`config.mk`:
```
export PLATFORM = sky130hd
export DESIGN_NAME = apb_requester_flat
export DESIGN_NICKNAME = d
export VERILOG_FILES = /design/src/rtl/apb_requester_if.sv /design/src/rtl/apb_requester.sv /design/src/flat_wrapper.sv
export SDC_FILE = /design/constraint.sdc
export NUM_CORES = 1
export LEC_CHECK = 0
export CAP_MARGIN = 0
export CORE_AREA = 2 2 107 109
export CTS_CLUSTER_SIZE = 16
export DETAILED_ROUTE_END_ITERATION = 10
export DIE_AREA = 0 0 109 111
export PLACE_DENSITY = 0.89
export SYNTH_ARGS = -nofsm -noshare
export SYNTH_HDL_FRONTEND = slang
export SYNTH_SLANG_ARGS = --single-unit
export TNS_END_PERCENT = 10
```
`constraint.sdc`:
```
create_clock -name pclk -period 1.8 [get_ports pclk]
set_input_delay 0.18 -clock pclk [delete_from_list [all_inputs] [get_ports pclk]]
set_output_delay 0.18 -clock pclk [all_outputs]
set_load 0.05 [all_outputs]
```
`src/rtl/apb_requester_if.sv`:
```
// Command/response handshake plus APB completer wires for apb_requester.
// The master modport is the requester's view; slave is the surrounding system.
interface apb_requester_if;
  logic        cmd_valid;
  logic        cmd_ready;
  logic        cmd_write;
  logic [31:0] cmd_addr;
  logic [31:0] cmd_wdata;
  logic        rsp_valid;
  logic        rsp_ready;
  logic [31:0] rsp_rdata;
  logic        rsp_err;
  logic        rsp_timeout;
  logic        busy;
  logic [31:0] paddr;
  logic [31:0] pwdata;
  logic        psel;
  logic        penable;
  logic        pwrite;
  logic [31:0] prdata;
  logic        pready;
  logic        pslverr;

  modport master (
    input  cmd_valid, cmd_write, cmd_addr, cmd_wdata, rsp_ready,
    input  prdata, pready, pslverr,
    output cmd_ready, rsp_valid, rsp_rdata, rsp_err, rsp_timeout, busy,
    output paddr, pwdata, psel, penable, pwrite
  );

  modport slave (
    output cmd_valid, cmd_write, cmd_addr, cmd_wdata, rsp_ready,
    output prdata, pready, pslverr,
    input  cmd_ready, rsp_valid, rsp_rdata, rsp_err, rsp_timeout, busy,
    input  paddr, pwdata, psel, penable, pwrite
  );
endinterface

```
`src/rtl/apb_requester.sv`:
```
// Single-outstanding APB requester: turns one command into one APB transfer
// and holds the result as a response until it is consumed.
module apb_requester #(
  parameter int TIMEOUT = 16,
  parameter int RD_LAG  = 1
) (
  input logic            pclk,
  input logic            preset,
  apb_requester_if.master bus
);

  typedef enum logic [2:0] {
    IDLE,
    SETUP,
    ACCESS,
    RDWAIT,
    RESP
  } state_t;

  // Index of the last permitted ACCESS cycle (counter starts at 0 in ACCESS).
  localparam logic [7:0] LAST_WAIT = 8'(TIMEOUT - 1);

  state_t      state;
  state_t      state_next;
  logic [31:0] addr_q;
  logic [31:0] wdata_q;
  logic        write_q;
  logic [31:0] rdata_q;
  logic        err_q;
  logic        timeout_q;
  logic [7:0]  wait_cnt;
  logic        accept;

  assign accept = bus.cmd_valid && bus.cmd_ready;

  always_ff @(posedge pclk) begin
    if (preset) begin
      state <= IDLE;
    end else begin
      state <= state_next;
    end
  end

  always_comb begin
    state_next = state;
    case (state)
      IDLE: begin
        if (accept) begin
          state_next = SETUP;
        end
      end
      SETUP: begin
        state_next = ACCESS;
      end
      ACCESS: begin
        if (bus.pready) begin
          state_next = (!write_q && RD_LAG != 0) ? RDWAIT : RESP;
        end else if (wait_cnt == LAST_WAIT) begin
          state_next = RESP;
        end
      end
      RDWAIT: begin
        state_next = RESP;
      end
      RESP: begin
        if (bus.rsp_ready) begin
          state_next = IDLE;
        end
      end
      default: begin
        state_next = IDLE;
      end
    endcase
  end

  // Command capture, wait counting and response formation.
  always_ff @(posedge pclk) begin
    if (preset) begin
      addr_q    <= 32'h0;
      wdata_q   <= 32'h0;
      write_q   <= 1'b0;
      rdata_q   <= 32'h0;
      err_q     <= 1'b0;
      timeout_q <= 1'b0;
      wait_cnt  <= 8'h0;
    end else begin
      case (state)
        IDLE: begin
          if (accept) begin
            addr_q  <= bus.cmd_addr;
            wdata_q <= bus.cmd_wdata;
            write_q <= bus.cmd_write;
          end
        end
        SETUP: begin
          wait_cnt <= 8'h0;
        end
        ACCESS: begin
          if (bus.pready) begin
            err_q     <= bus.pslverr;
            timeout_q <= 1'b0;
            rdata_q   <= (!write_q && RD_LAG == 0) ? bus.prdata : 32'h0;
          end else if (wait_cnt == LAST_WAIT) begin
            err_q     <= 1'b1;
            timeout_q <= 1'b1;
            rdata_q   <= 32'h0;
          end else begin
            wait_cnt <= wait_cnt + 8'd1;
          end
        end
        RDWAIT: begin
          rdata_q <= bus.prdata;
        end
        default: begin
        end
      endcase
    end
  end

  // cmd_ready is masked by reset so nothing is accepted while it is held.
  assign bus.cmd_ready   = (state == IDLE) && !preset;
  assign bus.busy        = (state != IDLE);
  assign bus.psel        = (state == SETUP) || (state == ACCESS);
  assign bus.penable     = (state == ACCESS);
  assign bus.paddr       = addr_q;
  assign bus.pwrite      = write_q;
  assign bus.pwdata      = (bus.psel && write_q) ? wdata_q : 32'h0;
  assign bus.rsp_valid   = (state == RESP);
  assign bus.rsp_rdata   = rdata_q;
  assign bus.rsp_err     = err_q;
  assign bus.rsp_timeout = timeout_q;

endmodule

```
`src/flat_wrapper.sv`:
```
// flat-port wrapper written by rule: the top's interface ports become plain ports
module apb_requester_flat 
#(
  parameter int TIMEOUT = 16,
  parameter int RD_LAG  = 1
)
  (pclk, preset, bus_cmd_valid, bus_cmd_write, bus_cmd_addr, bus_cmd_wdata, bus_rsp_ready, bus_prdata, bus_pready, bus_pslverr, bus_cmd_ready, bus_rsp_valid, bus_rsp_rdata, bus_rsp_err, bus_rsp_timeout, bus_busy, bus_paddr, bus_pwdata, bus_psel, bus_penable, bus_pwrite);
  apb_requester_if bus_i ();
  input logic pclk;
  input logic preset;
  input wire logic [$bits(bus_i.cmd_valid)-1:0] bus_cmd_valid;
  input wire logic [$bits(bus_i.cmd_write)-1:0] bus_cmd_write;
  input wire logic [$bits(bus_i.cmd_addr)-1:0] bus_cmd_addr;
  input wire logic [$bits(bus_i.cmd_wdata)-1:0] bus_cmd_wdata;
  input wire logic [$bits(bus_i.rsp_ready)-1:0] bus_rsp_ready;
  input wire logic [$bits(bus_i.prdata)-1:0] bus_prdata;
  input wire logic [$bits(bus_i.pready)-1:0] bus_pready;
  input wire logic [$bits(bus_i.pslverr)-1:0] bus_pslverr;
  output wire logic [$bits(bus_i.cmd_ready)-1:0] bus_cmd_ready;
  output wire logic [$bits(bus_i.rsp_valid)-1:0] bus_rsp_valid;
  output wire logic [$bits(bus_i.rsp_rdata)-1:0] bus_rsp_rdata;
  output wire logic [$bits(bus_i.rsp_err)-1:0] bus_rsp_err;
  output wire logic [$bits(bus_i.rsp_timeout)-1:0] bus_rsp_timeout;
  output wire logic [$bits(bus_i.busy)-1:0] bus_busy;
  output wire logic [$bits(bus_i.paddr)-1:0] bus_paddr;
  output wire logic [$bits(bus_i.pwdata)-1:0] bus_pwdata;
  output wire logic [$bits(bus_i.psel)-1:0] bus_psel;
  output wire logic [$bits(bus_i.penable)-1:0] bus_penable;
  output wire logic [$bits(bus_i.pwrite)-1:0] bus_pwrite;
  assign bus_i.cmd_valid = bus_cmd_valid;
  assign bus_i.cmd_write = bus_cmd_write;
  assign bus_i.cmd_addr = bus_cmd_addr;
  assign bus_i.cmd_wdata = bus_cmd_wdata;
  assign bus_i.rsp_ready = bus_rsp_ready;
  assign bus_i.prdata = bus_prdata;
  assign bus_i.pready = bus_pready;
  assign bus_i.pslverr = bus_pslverr;
  assign bus_cmd_ready = bus_i.cmd_ready;
  assign bus_rsp_valid = bus_i.rsp_valid;
  assign bus_rsp_rdata = bus_i.rsp_rdata;
  assign bus_rsp_err = bus_i.rsp_err;
  assign bus_rsp_timeout = bus_i.rsp_timeout;
  assign bus_busy = bus_i.busy;
  assign bus_paddr = bus_i.paddr;
  assign bus_pwdata = bus_i.pwdata;
  assign bus_psel = bus_i.psel;
  assign bus_penable = bus_i.penable;
  assign bus_pwrite = bus_i.pwrite;
  apb_requester #(.TIMEOUT(TIMEOUT), .RD_LAG(RD_LAG)) u_core (.pclk(pclk), .preset(preset), .bus(bus_i));
endmodule
```
==> impl_metrics.py <==
metrics = {
    "sta": {
        "slew_headroom_pct": 62.6,
        "report.final.slew_viol_count": 0,
        "hold_violations": 0,
        "finClkSkew_ps": 5.97,
        "rsz0062_at_grt": "true",
        "max_freq_mhz": 553,
        "tightest_slew_ps": 562,
        "finalCritPeriodShare_pct": 101,
        "setup_ws_ps": -9.08,
        "period_needed_ps": 1810,
        "setup-violations-final": 7,
    },
    "global_route": {
        "antenna_found_initial": 0,
        "grt_pass1_wl_mm": 21.7,
        "grt_max_degree": 58,
        "gr-total-overflow": 0,
        "grt_pass1_vias": 4423,
        "grt_usage_pct": 22.3,
    },
    "clocking": {
        "worstSkewPairLatency_ps": 350,
        "clkSlewWorstSetupHoldPaths_ps": 70,
        "hold_buffers": 0,
        "cts_tree": "built",
        "clock_sinks": 110,
        "clk_path_buf_depth": 2,
        "root_buffer": "clkbuf_16",
        "htree_levels": 3,
        "cts_made_buffers": 9,
    },
    "synth": {
        "netlist_area_mm2": 0.00441,
        "synth_top_area_share_pct": 49.9,
        "yosysMostFrequentCell": "nand2_1",
        "yosysWarningCount": 0,
        "yosysSeqAreaShare_pct": 49.9,
        "syn_avg_cell_area_um2": 9.03,
        "ys_ff_latch": 110,
        "synth_fp_nets": 593,
        "syn_inst": 489,
        "synth_common_cells": "nand2_1, dfxtp_1, nand3b_1",
        "synth_cell_type_count": 46,
        "async_flop_share_pct": 0,
        "ys.flop_type": "dfxtp_1",
        "synth_edf_count": 0,
        "yosysTopAreaCell": "dfxtp_1",
        "ys_top_cells_by_area": "dfxtp_1, nand3b_1, nand2_1, a22o_1, and3_1",
    },
    "finish": {
        "seq_area_mm2": 0.00221,
        "drive_above_1_share_pct": 14.2,
        "diodes": 0,
        "nets": 788,
        "multiInputGateArea_mm2": 0.00208,
        "syn2layout_area_growth_pct": 67.9,
        "num-fill-cells": 818,
        "final_util_pct": 66.9,
    },
    "outcome": {
        "outcome": "finished, violations left",
        "violations": "negative setup slack",
    },
    "setup_path": {
        "criticalPathCategory": "register to output pin",
        "crit_buf_inv": 2,
        "critical-path-slowest-cell": "dfxtp_4",
        "slowest_delay_ps": 400,
        "startpoint_type": "register",
        "crit_top_cell": "buf_12",
        "cp_max_fo": 35,
        "end_kind": "output pin",
        "crit_required_ps": 1620,
        "crit_arrival_ps": 1630,
        "cp_cell_sequence": "xnor2_2, nor2_2, buf_12, and3_1, buf_12",
        "critPathTopFamily": "flip-flops",
    },
    "die": {
        "rows": 39,
        "fp.coreArea_mm2": 0.0111,
        "die_h_um": 111,
        "dieArea_mm2": 0.0121,
        "io_pins": 207,
        "die_w_um": 109,
        "start_util_pct": 39.9,
    },
    "detailed_routing": {
        "drtIter0Drc": 282,
        "routedWlPerCell_um": 16.5,
        "ant_nets": 0,
        "via_per_inst": 5.23,
        "drt_pass1_iterations": 4,
        "wirelength_mm": 13.7,
        "routed-via-count": 4352,
        "drc": 0,
    },
    "place": {
        "dpl.hpwl_mm": 9.50,
        "io_buffers": 206,
        "gp_congestion": 0.761,
    },
    "job": {
        "max_cap_viol_count": 0,
    },
    "pwr": {
        "power.total_mw": 6.26,
        "powerDensity_mw_per_mm2": 845,
        "leakage_nw": 3.12,
        "peakVddDrop_uv": 633,
    },
    "worst_hold_path": {
        "hold_class": "primary input to register",
    },
}
-- stage by stage --
stage	setup TNS, ps	instances	area [µm²]	hold WS [ps]	setup slack, ps
3_3_place_gp	-3600	814	7000	455	-137
6_report	-22.5	832	7410	308	-9.08
5_1_grt	-2460	832	7410	360	-72.6
2_1_floorplan	-939	489	4420	279	-152
4_1_cts	-354	831	7360	287	-25.0
3_5_place_dp	-5320	814	7000	457	-188
-- layout by cell type (no fill, tap or decap), types with 2 or more instances in the layout --
cell type        netlist  routed
a211oi_1               2       2
a22o_1                30      30
a22o_2                 2       2
a31oi_4                1       2
and3_1                35      31
and3_4                 0       4
buf_12                 0      40
buf_4                  2      17
bufinv_16              0       2
clkbuf_16              0       9
clkdlybuf4s50_1        0     166
clkinv_2               0       2
dfxtp_1              110     106
dfxtp_2                0       3
inv_1                  6       6
nand2_1              133     133
nand2b_1               3       3
nand3_1                5       4
nand3b_1              68      68
nand4b_1               2       2
nor2_1                10       8
nor2_2                 0       2
nor2b_1                2       2
nor3_1                 3       3
nor3b_1                3       2
nor4_1                 3       2
o21ai_0                3       3
o2bb2ai_1              2       2
or4_1                  2       2
-- per-layer routing --
| metal | share of wire [%] | track usage, % | vias to the layer above |
|---|---|---|---|
| li1 | - | - | 2067 |
| met1 | 37 | 23.9 | 2084 |
| met2 | 50 | 39.8 | 178 |
| met3 | 9.6 | 7.29 | 23 |
| met4 | 2.5 | 8.55 | 0 |
| met5 | 0 | 0 | - |
-- state kept, by name, indices dropped and copies added, names as in the netlist --
name	count
u_core.bus.paddr	32
u_core.bus.rsp_rdata	32
u_core.wdata_q	32
u_core.wait_cnt	8
u_core.state	3
u_core.bus.pwrite	1
u_core.bus.rsp_err	1
u_core.bus.rsp_timeout	1
-- kinds of logic (layout without fill, tap and decap cells) --
| logic type | Yosys count | after routing | share of synthesized area (%) |
|---|---|---|---|
| AND/OR/NAND/NOR | 275 | 275 | 33.4 |
| flip-flops | 110 | 110 | 49.9 |
| AO/OA/AOI/OAI | 52 | 54 | 10.4 |
| buffers and inverters | 48 | 246 | 5.39 |
| XOR/XNOR | 2 | 2 | 0.397 |
| adder cells (fa/ha/maj) | 1 | 1 | 0.283 |
| multiplexers | 1 | 1 | 0.227 |
-- layout make-up --
type	instances	share of cell area, %
Sequential cell	110	29.8
Timing Repair Buffer	224	35.0
Inverter	6	0.304
Multi-Input combinational cell	333	28.1
Tap cell	143	2.41
Clock inverter	5	1.10
Clock buffer	11	3.27
-- where the power goes --
group,total [mW],internal (mW),switching [mW]
Sequential,2.69,2.59,0.0983
Combinational,1.40,0.604,0.792
Clock,2.17,1.26,0.907
Total,6.26,4.46,1.80
-- timing repair --
| item | in CTS | in global routing |
|---|---|---|
| cloned | 1 | 1 |
| setup buffers | 0 | 0 |
| resized for setup | 7 | 8 |
| setup endpoints to repair | 65 | 73 |
| pin swaps | 1 | 3 |
| endpoints found under the hold margin | 0 | 0 |
-- path summary, 6_finish.rpt --
kind	start	end	slack (ps)	cells after the start
max	u_core.state[0]	bus_pwdata[2]	-9	5
min reg2reg	u_core.wdata_q[0]	u_core.wdata_q[0]	470	2
min	preset	u_core.state[1]	310	2
max reg2reg	u_core.wait_cnt[7]	u_core.bus.rsp_rdata[26]	10	4
No activity file was read; power rests on OpenSTA's default activity.
